--- config.mk ---
export PLATFORM = sky130hd
export DESIGN_NAME = gather_apply_unit_flat
export DESIGN_NICKNAME = d
export VERILOG_FILES = /design/src/rtl/gather_apply_unit_pkg.sv /design/src/rtl/gather_apply_unit_if.sv /design/src/rtl/gather_apply_unit.sv /design/src/flat_wrapper.sv
export SDC_FILE = /design/constraint.sdc
export NUM_CORES = 1
export LEC_CHECK = 0
export ABC_AREA = 1
export CORE_MARGIN = 2
export CORE_UTILIZATION = 46
export DETAILED_ROUTE_END_ITERATION = 6
export PLACE_DENSITY = 0.74
export SETUP_SLACK_MARGIN = 0.5
export SYNTH_ARGS = -nofsm -noshare
export SYNTH_HDL_FRONTEND = slang
export SYNTH_SLANG_ARGS = --single-unit
--- constraint.sdc ---
create_clock -name clk -period 4.1 [get_ports clk]
set_clock_uncertainty 0.15 [all_clocks]
set_input_delay 0.82 -clock clk [delete_from_list [all_inputs] [get_ports clk]]
set_output_delay 0.82 -clock clk [all_outputs]
set_load 0.05 [all_outputs]
--- src/rtl/gather_apply_unit_pkg.sv ---
// Shared definitions for the gather-phase read-modify-write unit.
//   OP_MIN / OP_ADD : combine-function selectors for the OP parameter
//   state_t         : run-control FSM states
//   comb_t          : result of combine() (new property + write condition)
//   combine()       : merges the current property with one update
package gather_pkg;

   localparam int OP_MIN = 0;
   localparam int OP_ADD = 1;

   // combine() works at a fixed wide width; callers zero-extend their
   // DATA-bit operands and keep the low DATA bits of the result.
   localparam int MAX_W = 64;

   typedef enum logic [1:0] {
      IDLE  = 2'd0,
      RUN   = 2'd1,
      DRAIN = 2'd2,
      DONE  = 2'd3
   } state_t;

   typedef struct packed {
      logic [MAX_W-1:0] new_val;
      logic             wr;
   } comb_t;

   // min: only a strictly smaller value is worth a write.
   // add: adding zero leaves the property untouched, so skip the write.
   function automatic comb_t combine(input logic [MAX_W-1:0] old,
                                     input logic [MAX_W-1:0] value,
                                     input int               op);
      comb_t r;
      if (op == OP_ADD) begin
         r.new_val = old + value;
         r.wr      = (value != '0);
      end else begin
         r.wr      = (value < old);
         r.new_val = r.wr ? value : old;
      end
      return r;
   endfunction

endpackage

--- src/rtl/gather_apply_unit_if.sv ---
// Update stream from the gather FIFO into gather_apply_unit.
//   upd_valid/upd_ready : handshake, transfer when both high
//   upd_addr            : destination vertex
//   upd_value           : update operand
//   upd_last            : final update of the run
// master = FIFO side, slave = gather_apply_unit side.
interface gather_apply_unit_if #(
   parameter int ADDR = 16,
   parameter int DATA = 32
);
   logic            upd_valid;
   logic            upd_ready;
   logic [ADDR-1:0] upd_addr;
   logic [DATA-1:0] upd_value;
   logic            upd_last;

   modport master (
      output upd_valid, upd_addr, upd_value, upd_last,
      input  upd_ready
   );

   modport slave (
      input  upd_valid, upd_addr, upd_value, upd_last,
      output upd_ready
   );
endinterface

--- src/rtl/gather_apply_unit.sv ---
// Read-modify-write client for one vertex-property dual-port RAM.
// Each accepted update reads the property through port A, combines it
// with the update (min or add) and writes the result back through port B
// one edge later. Back-to-back hits on the same vertex are forwarded so
// the unit takes one update per cycle with no stalls.
// Ports:
//   clk, rst_n   : clock, asynchronous active-low reset
//   start        : one-cycle pulse starting a run (ignored outside IDLE)
//   upd          : update stream (slave side)
//   mem_a_addr   : port A read address (port A write enable is tied low
//                  where the RAM is instantiated)
//   mem_a_dout   : port A registered, read-first read data
//   mem_b_wr/addr/din : port B write
//   done         : one-cycle pulse once the run has fully committed
//   changed      : sticky, some property changed during this run
//   num_writes   : RAM writes this run, wrapping
module gather_apply_unit
   import gather_pkg::*;
#(
   parameter int DATA = 32,   // must not exceed gather_pkg::MAX_W
   parameter int ADDR = 16,
   parameter int OP   = 0
) (
   input  logic                 clk,
   input  logic                 rst_n,
   input  logic                 start,
   gather_apply_unit_if.slave   upd,
   output logic [ADDR-1:0]      mem_a_addr,
   input  logic [DATA-1:0]      mem_a_dout,
   output logic                 mem_b_wr,
   output logic [ADDR-1:0]      mem_b_addr,
   output logic [DATA-1:0]      mem_b_din,
   output logic                 done,
   output logic                 changed,
   output logic [31:0]          num_writes
);

   state_t state, state_nx;

   logic            accept_p0;

   logic            s2_vld_p1;
   logic [ADDR-1:0] s2_addr_p1;
   logic [DATA-1:0] s2_val_p1;

   logic            fwd_vld_p2;
   logic [ADDR-1:0] fwd_addr_p2;
   logic [DATA-1:0] fwd_data_p2;

   logic [DATA-1:0]  old_p1;
   comb_t            res_p1;
   logic [MAX_W-1:0] new_wide_p1;
   logic [DATA-1:0]  new_p1;
   logic             wr_p1;
   logic             unused_new_bits;

   // ---- S0: acceptance; the RAM samples the read address on this edge
   assign upd.upd_ready = (state == RUN);
   assign accept_p0     = upd.upd_valid & upd.upd_ready;
   assign mem_a_addr    = upd.upd_addr;

   // ---- S2: combine with the property read on the previous edge
   // The RAM is read-first: if the write for the previous update hit the
   // same vertex on the very edge this read was sampled, mem_a_dout is
   // stale and F carries the committed value instead.
   assign old_p1 = (fwd_vld_p2 && (fwd_addr_p2 == s2_addr_p1)) ? fwd_data_p2
                                                               : mem_a_dout;

   assign res_p1          = combine(MAX_W'(old_p1), MAX_W'(s2_val_p1), OP);
   assign new_wide_p1     = res_p1.new_val;
   assign new_p1          = new_wide_p1[DATA-1:0];
   assign unused_new_bits = ^new_wide_p1;
   assign wr_p1           = s2_vld_p1 & res_p1.wr;

   assign mem_b_wr   = wr_p1;
   assign mem_b_addr = s2_addr_p1;
   // Hold the write bus at zero while S2 is empty rather than echoing
   // whatever the read port happens to return.
   assign mem_b_din  = s2_vld_p1 ? new_p1 : '0;

   always_ff @(posedge clk or negedge rst_n) begin
      if (!rst_n) begin
         s2_vld_p1   <= 1'b0;
         s2_addr_p1  <= '0;
         s2_val_p1   <= '0;
         fwd_vld_p2  <= 1'b0;
         fwd_addr_p2 <= '0;
         fwd_data_p2 <= '0;
      end else begin
         s2_vld_p1 <= accept_p0;
         if (accept_p0) begin
            s2_addr_p1 <= upd.upd_addr;
            s2_val_p1  <= upd.upd_value;
         end
         // ---- F: remembers only the write committed on the last edge
         fwd_vld_p2 <= wr_p1;
         if (wr_p1) begin
            fwd_addr_p2 <= s2_addr_p1;
            fwd_data_p2 <= new_p1;
         end
      end
   end

   always_ff @(posedge clk or negedge rst_n) begin
      if (!rst_n) begin
         state      <= IDLE;
         changed    <= 1'b0;
         num_writes <= '0;
      end else begin
         state <= state_nx;
         if (state == IDLE && start) begin
            changed    <= 1'b0;
            num_writes <= '0;
         end else if (wr_p1) begin
            changed    <= 1'b1;
            num_writes <= num_writes + 32'd1;
         end
      end
   end

   always_comb begin
      state_nx = state;
      case (state)
         IDLE:    if (start) state_nx = RUN;
         RUN:     if (accept_p0 && upd.upd_last) state_nx = DRAIN;
         DRAIN:   if (!s2_vld_p1) state_nx = DONE;
         DONE:    state_nx = IDLE;
         default: state_nx = IDLE;
      endcase
   end

   assign done = (state == DONE);

endmodule

--- src/flat_wrapper.sv ---
// flat-port wrapper written by rule: the top's interface ports become plain ports
module gather_apply_unit_flat import gather_pkg::*;
#(
   parameter int DATA = 32,                                       
   parameter int ADDR = 16,
   parameter int OP   = 0
)
  (clk, rst_n, start, mem_a_addr, mem_a_dout, mem_b_wr, mem_b_addr, mem_b_din, done, changed, num_writes, upd_upd_valid, upd_upd_addr, upd_upd_value, upd_upd_last, upd_upd_ready);
  gather_apply_unit_if #(.ADDR(ADDR), .DATA(DATA)) upd_i ();
  input  logic clk;
  input  logic rst_n;
  input  logic start;
  output logic [ADDR-1:0] mem_a_addr;
  input  logic [DATA-1:0] mem_a_dout;
  output logic mem_b_wr;
  output logic [ADDR-1:0] mem_b_addr;
  output logic [DATA-1:0] mem_b_din;
  output logic done;
  output logic changed;
  output logic [31:0] num_writes;
  input wire logic [$bits(upd_i.upd_valid)-1:0] upd_upd_valid;
  input wire logic [$bits(upd_i.upd_addr)-1:0] upd_upd_addr;
  input wire logic [$bits(upd_i.upd_value)-1:0] upd_upd_value;
  input wire logic [$bits(upd_i.upd_last)-1:0] upd_upd_last;
  output wire logic [$bits(upd_i.upd_ready)-1:0] upd_upd_ready;
  assign upd_i.upd_valid = upd_upd_valid;
  assign upd_i.upd_addr = upd_upd_addr;
  assign upd_i.upd_value = upd_upd_value;
  assign upd_i.upd_last = upd_upd_last;
  assign upd_upd_ready = upd_i.upd_ready;
  gather_apply_unit #(.DATA(DATA), .ADDR(ADDR), .OP(OP)) u_core (.clk(clk), .rst_n(rst_n), .start(start), .upd(upd_i), .mem_a_addr(mem_a_addr), .mem_a_dout(mem_a_dout), .mem_b_wr(mem_b_wr), .mem_b_addr(mem_b_addr), .mem_b_din(mem_b_din), .done(done), .changed(changed), .num_writes(num_writes));
endmodule
==> impl_metrics.csv, run 1 <==
group,metric,value,unit
timing,hold_violations,0,
layout,utilization,0.771,
worst_setup_path,max_stage_delay,0.53,ns
clock_network,clk_latency,0.43,ns
synthesis,synth_top_area_cell,"dfrtp_1",
detailed_routing,drc,0,
clock_network,root_buffer,"clkbuf_16",
worst_setup_path,startpoint_type,"flip-flop",
timing,tightest_slew,1.09,ns
place,place_congestion,0.855,
synthesis,synth_cells,1043,
layout,nets,1432,
global_routing,grt_max_degree,106,
detailed_routing,drt-total-wl,27.5,mm
worst_setup_path,cp_max_fo,20,
detailed_routing,ant_nets,0,
floorplanning,ios,185,
layout,syn_to_final_growth,63.7,%
global_routing,grt_pass1_vias,7796,
synthesis,yosys_warnings,0,
floorplanning,num_rows,47,
layout,fin_cells,1543,
synthesis,ys_seq_elements,133,
timing,rsz0062_at_grt,"yes",
clock_network,cts_tree,"yes",
detailed_routing,routed_via_density,5.38,
global_routing,overflow,0,
place,dp_slack,-0.434,ns
worst_setup_path,r2r_cells,29,
power_and_ir_drop,power_density,675,mW/mm^2
synthesis,ys_seq_area_frac,0.426,
worst_setup_path,worst_ep_arrival_time,4.27,ns
global_routing,busiest_layer,"met2",
worst_setup_path,crit_slowest_cell,"or4_4",
global_routing,grt_pass1_wl,39.0,mm
status,status,"finished, violations left",
detailed_routing,vias,8309,
place,port-buffer-count,184,
worst_setup_path,cp_cell_sequence,"inv_2, nand2_1, nand2_1, nor2_1, nand2_1, nor2_4, nand3_4, buf_12, mux2i_2, ha_1, nand2_1, nor2_1, a211oi_2, nor2_1, or4_4, a21oi_4, nand2_8, buf_12, nand2_1, nand2_1, nor2_4, buf_12",
synthesis,yosysTopAreaCellShare,0.426,
worst_setup_path,required,3.13,ns
worst_setup_path,crit_top_cell,"nand2_1",
floorplanning,initial_core_util,0.471,
global_routing,gr-usage-met1,0.322,
timing,slew_headroom,0.274,
timing,drv_slew,0,
synthesis,syn_area,0.00781,sq mm
synthesis,syn_nets,1165,
global_routing,grt_util_met3,0.0733,
timing,tns,-75.09,ns
layout,diodes,0,
place,dp_cells,1456,
worst_setup_path,path_class,"reg2out",
timing,setup_viol,115,
detailed_routing,drt_iter0_drc,611,
floorplanning,core_area,0.0166,sq mm
global_routing,antenna_found_initial,0,
layout,drive_above_1_share,0.303,
detailed_routing,wire_per_inst,17.8,microns
power_and_ir_drop,cellLeakagePower,6.07,nW
place,dp_hpwl,15.1,mm
detailed_routing,first_pass_iters,5,
clock_network,clkTransAtPathRegs,0.05,ns
global_routing,track_usage,0.273,
power_and_ir_drop,vdd_ir_drop_max,0.430,mV
timing,fmaxAchievable,191,MHz
worst_setup_path,end_kind,"output port",
clock_network,h-tree-depth,4,
status,failed_checks,"setup timing",
clock_network,hold_buffers,0,
clock_network,cts_sinks,133,
clock_network,cts_buffer_depth,2,
global_routing,use_met2,0.478,
synthesis,yosysUniqueCellTypes,39,
synthesis,synth.avg_cell_area,7.49,sq um
timing,final.setup.worst_slack,-1.14,ns
synthesis,synth_area_leaders,"dfrtp_1 43%, nand2_1 21%, ha_1 5.9%",
clock_network,cts_buffers,17,
floorplanning,die-area,0.0180,sq mm
worst_hold_path,hold_class,"reg2reg",
worst_hold_path,hold_depth,2,
floorplanning,die_height,134,microns
timing,layout_worst_path_cycle_share,1.28,
floorplanning,die_w,134,microns
run,cap_violations,0,
timing,period_needed,5.24,ns
-- critical path: cells and delay by family, from the launching register on --
| family | cells | cell delay, ns |
|---|---|---|
| compound gates | 2 | 0.43 |
| fa+ha+maj | 1 | 0.29 |
| buf+inv | 4 | 0.55 |
| flops | 1 | 0.39 |
| mux | 1 | 0.27 |
| simple gates | 14 | 1.89 |
-- cells in the mapped netlist --
cell type,count
nand3_2,3
nand2_2,3
nand3b_1,1
buf_4,23
nor3_4,1
clkbuf_1,17
nor2_4,1
nand2_4,1
xor2_1,15
o211ai_1,1
xnor2_1,10
or2_2,2
nor2_1,119
ha_1,37
buf_2,19
nor2_2,3
buf_1,3
o21ai_0,21
nor3_2,1
a211oi_1,2
nor3b_4,1
a21oi_1,19
inv_1,50
a31oi_1,1
inv_2,7
or4_1,2
dfrtp_1,133
a2111oi_0,1
nor3b_1,4
nand3_1,41
nor4_1,2
nand2_1,427
o21ai_1,20
nand4_1,9
or3_4,1
mux2i_1,31
a311oi_1,2
or3_1,1
nor3_1,8
-- power by group --
| part | internal [W] | switching [W] | leakage (nW) | total (W) |
|---|---|---|---|---|
| clock network | 0.000965 | 0.000573 | 0.284 | 0.00154 |
| registers | 0.00181 | 0.000532 | 1.70 | 0.00235 |
| logic | 0.00203 | 0.00271 | 4.09 | 0.00475 |
-- cells by family after synthesis --
| group | synth area share |
|---|---|
| compound gates | 0.0455 |
| xor+xnor | 0.0280 |
| fa+ha+maj | 0.0592 |
| buf+inv | 0.0713 |
| flops | 0.426 |
| mux | 0.0397 |
| simple gates | 0.330 |
-- what timing repair did --
| action | 4_1_cts | 5_1_grt |
|---|---|---|
| buffers inserted | 23 | 19 |
| endpoints found under the hold margin | 0 | 0 |
| setup endpoints to repair | 115 | 115 |
| pin swaps | 35 | 11 |
| gates resized for setup | 114 | 67 |
| gates cloned | 8 | 5 |
-- routing by layer --
metal | wire (microns) | part of all wire
met3 | 2110 | 0.077
met1 | 10100 | 0.37
met4 | 1020 | 0.037
met2 | 14300 | 0.52
met5 | 0 | 0
-- registers in the layout, indices dropped and copies added, names as in the netlist --
name	cells
u_core.fwd_data_p2	32
u_core.fwd_vld_p2	1
u_core.s2_val_p1	32
u_core.num_writes	32
u_core.changed	1
u_core.mem_b_addr	16
u_core.s2_vld_p1	1
u_core.fwd_addr_p2	16
u_core.state	2
-- worst paths after layout --
path                                                      to  slack, ns                         startpoint
max in group asynchronous   u_core.num_writes[1]$_DFFE_PN0P_       2.64                              rst_n
min reg2reg                u_core.fwd_data_p2[3]$_DFFE_PN0P_       0.32  u_core.fwd_data_p2[3]$_DFFE_PN0P_
max reg2reg                u_core.num_writes[12]$_DFFE_PN0P_      -0.66   u_core.mem_b_addr[5]$_DFFE_PN0P_
min                        u_core.fwd_data_p2[3]$_DFFE_PN0P_       0.32  u_core.fwd_data_p2[3]$_DFFE_PN0P_
min in group asynchronous   u_core.s2_val_p1[24]$_DFFE_PN0P_       0.34                              rst_n
max                                             mem_b_din[5]      -1.14   u_core.mem_b_addr[5]$_DFFE_PN0P_
-- through the flow --
| stage | total power [W] | instance area [sq um] | hold WS (ns) |
|---|---|---|---|
| 2_1_floorplan | 0.00464 | 8170 | 0.298 |
| 3_3_place_gp | 0.00590 | 10800 | 0.311 |
| 3_5_place_dp | 0.00601 | 10800 | 0.314 |
| 4_1_cts | 0.00805 | 12200 | 0.325 |
| 5_1_grt | 0.00906 | 12800 | 0.341 |
| 6_report | 0.00863 | 12800 | 0.319 |
-- placed cells by master, fill, tap and decap left out, types with 9 or more instances in the layout --
cell	n
nor2_2	13
xnor2_1	10
dfrtp_1	117
buf_4	86
nand4_1	9
nand2_2	76
xor2_1	15
buf_6	14
nor2_4	35
ha_1	29
clkbuf_16	21
inv_1	42
clkdlybuf4s50_1	150
nand3_1	34
nor2_1	75
mux2i_1	19
a21oi_1	15
buf_12	44
o21ai_1	17
buf_16	9
inv_2	14
nand2_1	348
o21ai_0	18
dfrtp_2	16
-- area by class of cell --
type	instances	area [sq um]
tap	220	275
sequential	133	3350
clock inverter	10	130
multi-input combinational	791	4790
inverter	57	216
clock buffer	22	454
timing repair buffer	310	3580
fill	1085	3790
Power figures use the tool's default switching activity.
==> inputs of run 2 (changes only) <==
Settings changed: PLACE_DENSITY 0.74 to 0.8.
==> impl_metrics.csv, run 2 (synthesized netlist as in run 1, its figures left out) <==
group,metric,value,unit
worst_hold_path,hold_class,"in2async",
detailed_routing,wire_per_inst,17.3,microns
clock_network,cts_buffer_depth,2,
power_and_ir_drop,vdd_ir_drop_max,0.418,mV
power_and_ir_drop,p_sw,0.00373,W
layout,nets,1401,
timing,final.setup.worst_slack,-1.01,ns
worst_setup_path,required,3.13,ns
layout,final-seq-area,0.00335,sq mm
layout,layout_commonest_cell,"nand2_1",
layout,top_regs,"u_core.fwd_data_p2 (32), u_core.num_writes (32), u_core.s2_val_p1 (32)",
timing,slew_headroom,0.337,
worst_setup_path,startpoint,"u_core.mem_b_addr[11]$_DFFE_PN0P_",
clock_network,clkTransAtPathRegs,0.05,ns
clock_network,cts_buffers,17,
layout,final_cell_mix,"387 x nand2_1, 150 x clkdlybuf4s50_1, 117 x dfrtp_1",
global_routing,grt_pass1_wl,37.0,mm
layout,fillers,1086,
clock_network,hold_buffers,0,
timing,tightest_slew,0.995,ns
status,status,"finished, violations left",
place,dp_hpwl,15.0,mm
worst_setup_path,worst_ep_arrival_time,4.14,ns
clock_network,cts_sinks,133,
timing,period_needed,5.11,ns
place,place_congestion,0.859,
power_and_ir_drop,combPwrFrac,0.541,
worst_setup_path,setup.worst_path.end,"mem_b_din[16]",
detailed_routing,drc,0,
worst_setup_path,end_kind,"output port",
detailed_routing,ant_nets,0,
floorplanning,num_rows,47,
worst_setup_path,cp_max_fo,8,
worst_setup_path,r2r_start,"u_core.mem_b_addr[11]$_DFFE_PN0P_",
timing,setup_viol,114,
clock_network,root_buffer,"clkbuf_16",
detailed_routing,first_pass_iters,7,
floorplanning,initial_core_util,0.471,
global_routing,antenna_found_initial,1,
worst_setup_path,r2r_cells,27,
global_routing,grt_max_degree,68,
power_and_ir_drop,pwr-share-seq,0.272,
worst_setup_path,startpoint_type,"flip-flop",
timing,layout_worst_path_cycle_share,1.25,
floorplanning,die-area,0.0180,sq mm
global_routing,track_usage,0.257,
floorplanning,core_area,0.0166,sq mm
clock_network,clk_latency,0.43,ns
detailed_routing,vias,8110,
layout,multi_input_area,0.00467,sq mm
floorplanning,die_w,134,microns
worst_setup_path,path_class,"reg2out",
global_routing,grt_pass1_vias,7596,
power_and_ir_drop,internal_power,0.00479,W
place,port-buffer-count,184,
global_routing,overflow,0,
layout,drive_above_1_share,0.246,
detailed_routing,routed_via_density,5.36,
clock_network,cts_tree,"yes",
status,failed_checks,"setup timing",
timing,fmaxAchievable,196,MHz
run,cap_violations,0,
worst_setup_path,r2r_end,"u_core.fwd_data_p2[10]$_DFFE_PN0P_",
timing,holdWs,0.237,ns
detailed_routing,drt_iter0_drc,667,
power_and_ir_drop,cellLeakagePower,5.92,nW
clock_network,h-tree-depth,4,
floorplanning,die_height,134,microns
timing,hold_violations,0,
timing,rsz0062_at_grt,"yes",
power_and_ir_drop,p_clk_frac,0.186,
timing,drv_slew,0,
layout,syn_to_final_growth,58.4,%
power_and_ir_drop,swShare,0.438,
detailed_routing,drt-total-wl,26.1,mm
worst_setup_path,reg2reg_slack,-0.26,ns
place,dp_slack,-0.496,ns
floorplanning,ios,185,
power_and_ir_drop,power_density,688,mW/mm^2
[run 2: cell types whose count changed in the layout (fill, tap and decap cells not counted), moves of 6 or more]
cell	change
buf_16	-6
buf_4	-15
buf_6	-10
nand2_1	+39
nand2_2	-51
nand2_4	+12
[run 2: how the worst min path moves through the flow]
stage	slack, ns	from	cells after the start	endpoint
6_report	0.24	rst_n	1	u_core.s2_val_p1[24]$_DFFE_PN0P_
5_1_grt	0.29	rst_n	1	u_core.s2_val_p1[24]$_DFFE_PN0P_
4_1_cts	0.27	rst_n	1	u_core.s2_val_p1[25]$_DFFE_PN0P_
3_5_place_dp	0.31	u_core.fwd_data_p2[1]$_DFFE_PN0P_	2	u_core.fwd_data_p2[1]$_DFFE_PN0P_
3_3_place_gp	0.31	u_core.fwd_data_p2[8]$_DFFE_PN0P_	2	u_core.fwd_data_p2[8]$_DFFE_PN0P_
2_1_floorplan	0.30	u_core.fwd_data_p2[31]$_DFFE_PN0P_	2	u_core.fwd_data_p2[31]$_DFFE_PN0P_
[run 2: metrics by stage]
stage	instance area [sq um]	TNS [ns]	power, W	util	std cells
floorplan	8170	-8.03	0.00464	-	1043
detailed placement	10900	-21.27	0.00603	0.655	1456
global placement	10900	-17.38	0.00591	0.655	1456
CTS	11700	-25.75	0.00783	0.707	1497
finish	12400	-42.24	0.00851	0.746	1513
global route	12400	-61.90	0.00895	0.746	1512
[run 2: layout make-up]
| cell class | instances | area share |
|---|---|---|
| tap | 220 | 0.0222 |
| multi-input combinational | 791 | 0.378 |
| timing repair buffer | 279 | 0.262 |
| sequential | 133 | 0.271 |
| clock buffer | 29 | 0.0421 |
| clock inverter | 3 | 0.00728 |
| inverter | 57 | 0.0175 |
| antenna | 1 | 0.000202 |
[run 2: critical path, cell delays in order, from the launching register on]
cell       delay (ns)
dfrtp_2          0.41
inv_2            0.07
nand2_1          0.05
o21ai_1          0.10
nor2_1           0.06
nand2_1          0.11
nor2_4           0.06
nand3_4          0.11
buf_12           0.16
mux2i_4          0.28
ha_4             0.24
a21oi_2          0.15
o21ai_1          0.08
nand3_1          0.11
nand2_1          0.07
nand2_1          0.10
a21oi_2          0.08
or4_4            0.43
a21oi_4          0.21
nand2_8          0.14
clkbuf_16        0.21
nand2_1          0.07
nand2_1          0.09
nor2_4           0.16
buf_12           0.14
[run 2: power by group through the flow]
stage	clock, W	combinational, W	sequential (W)
2_1_floorplan	0	0.00215	0.00248
6_report	0.00159	0.00461	0.00232
4_1_cts	0.00159	0.00398	0.00225
3_3_place_gp	0	0.00368	0.00223
5_1_grt	0.00167	0.00491	0.00238
3_5_place_dp	0	0.00377	0.00226
[run 2: timing repair]
item	4_1_cts	5_1_grt
pin swaps	6	14
resized for setup	24	93
endpoints found under the setup margin	115	115
cloned	3	8
buffers inserted	6	7
[run 2: metal layers]
layer,vias up,global-route usage,part of all wire
met5,-,0,0
met4,0,0.102,0.036
met3,81,0.0556,0.078
met2,409,0.432,0.49
met1,3844,0.322,0.39
li1,3776,-,-
==> inputs of run 3 (changes only) <==
Settings changed: CAP_MARGIN set to 20.
==> results of run 3 <==
No change in the layout: final DEF, timing and power equal those of run 2.
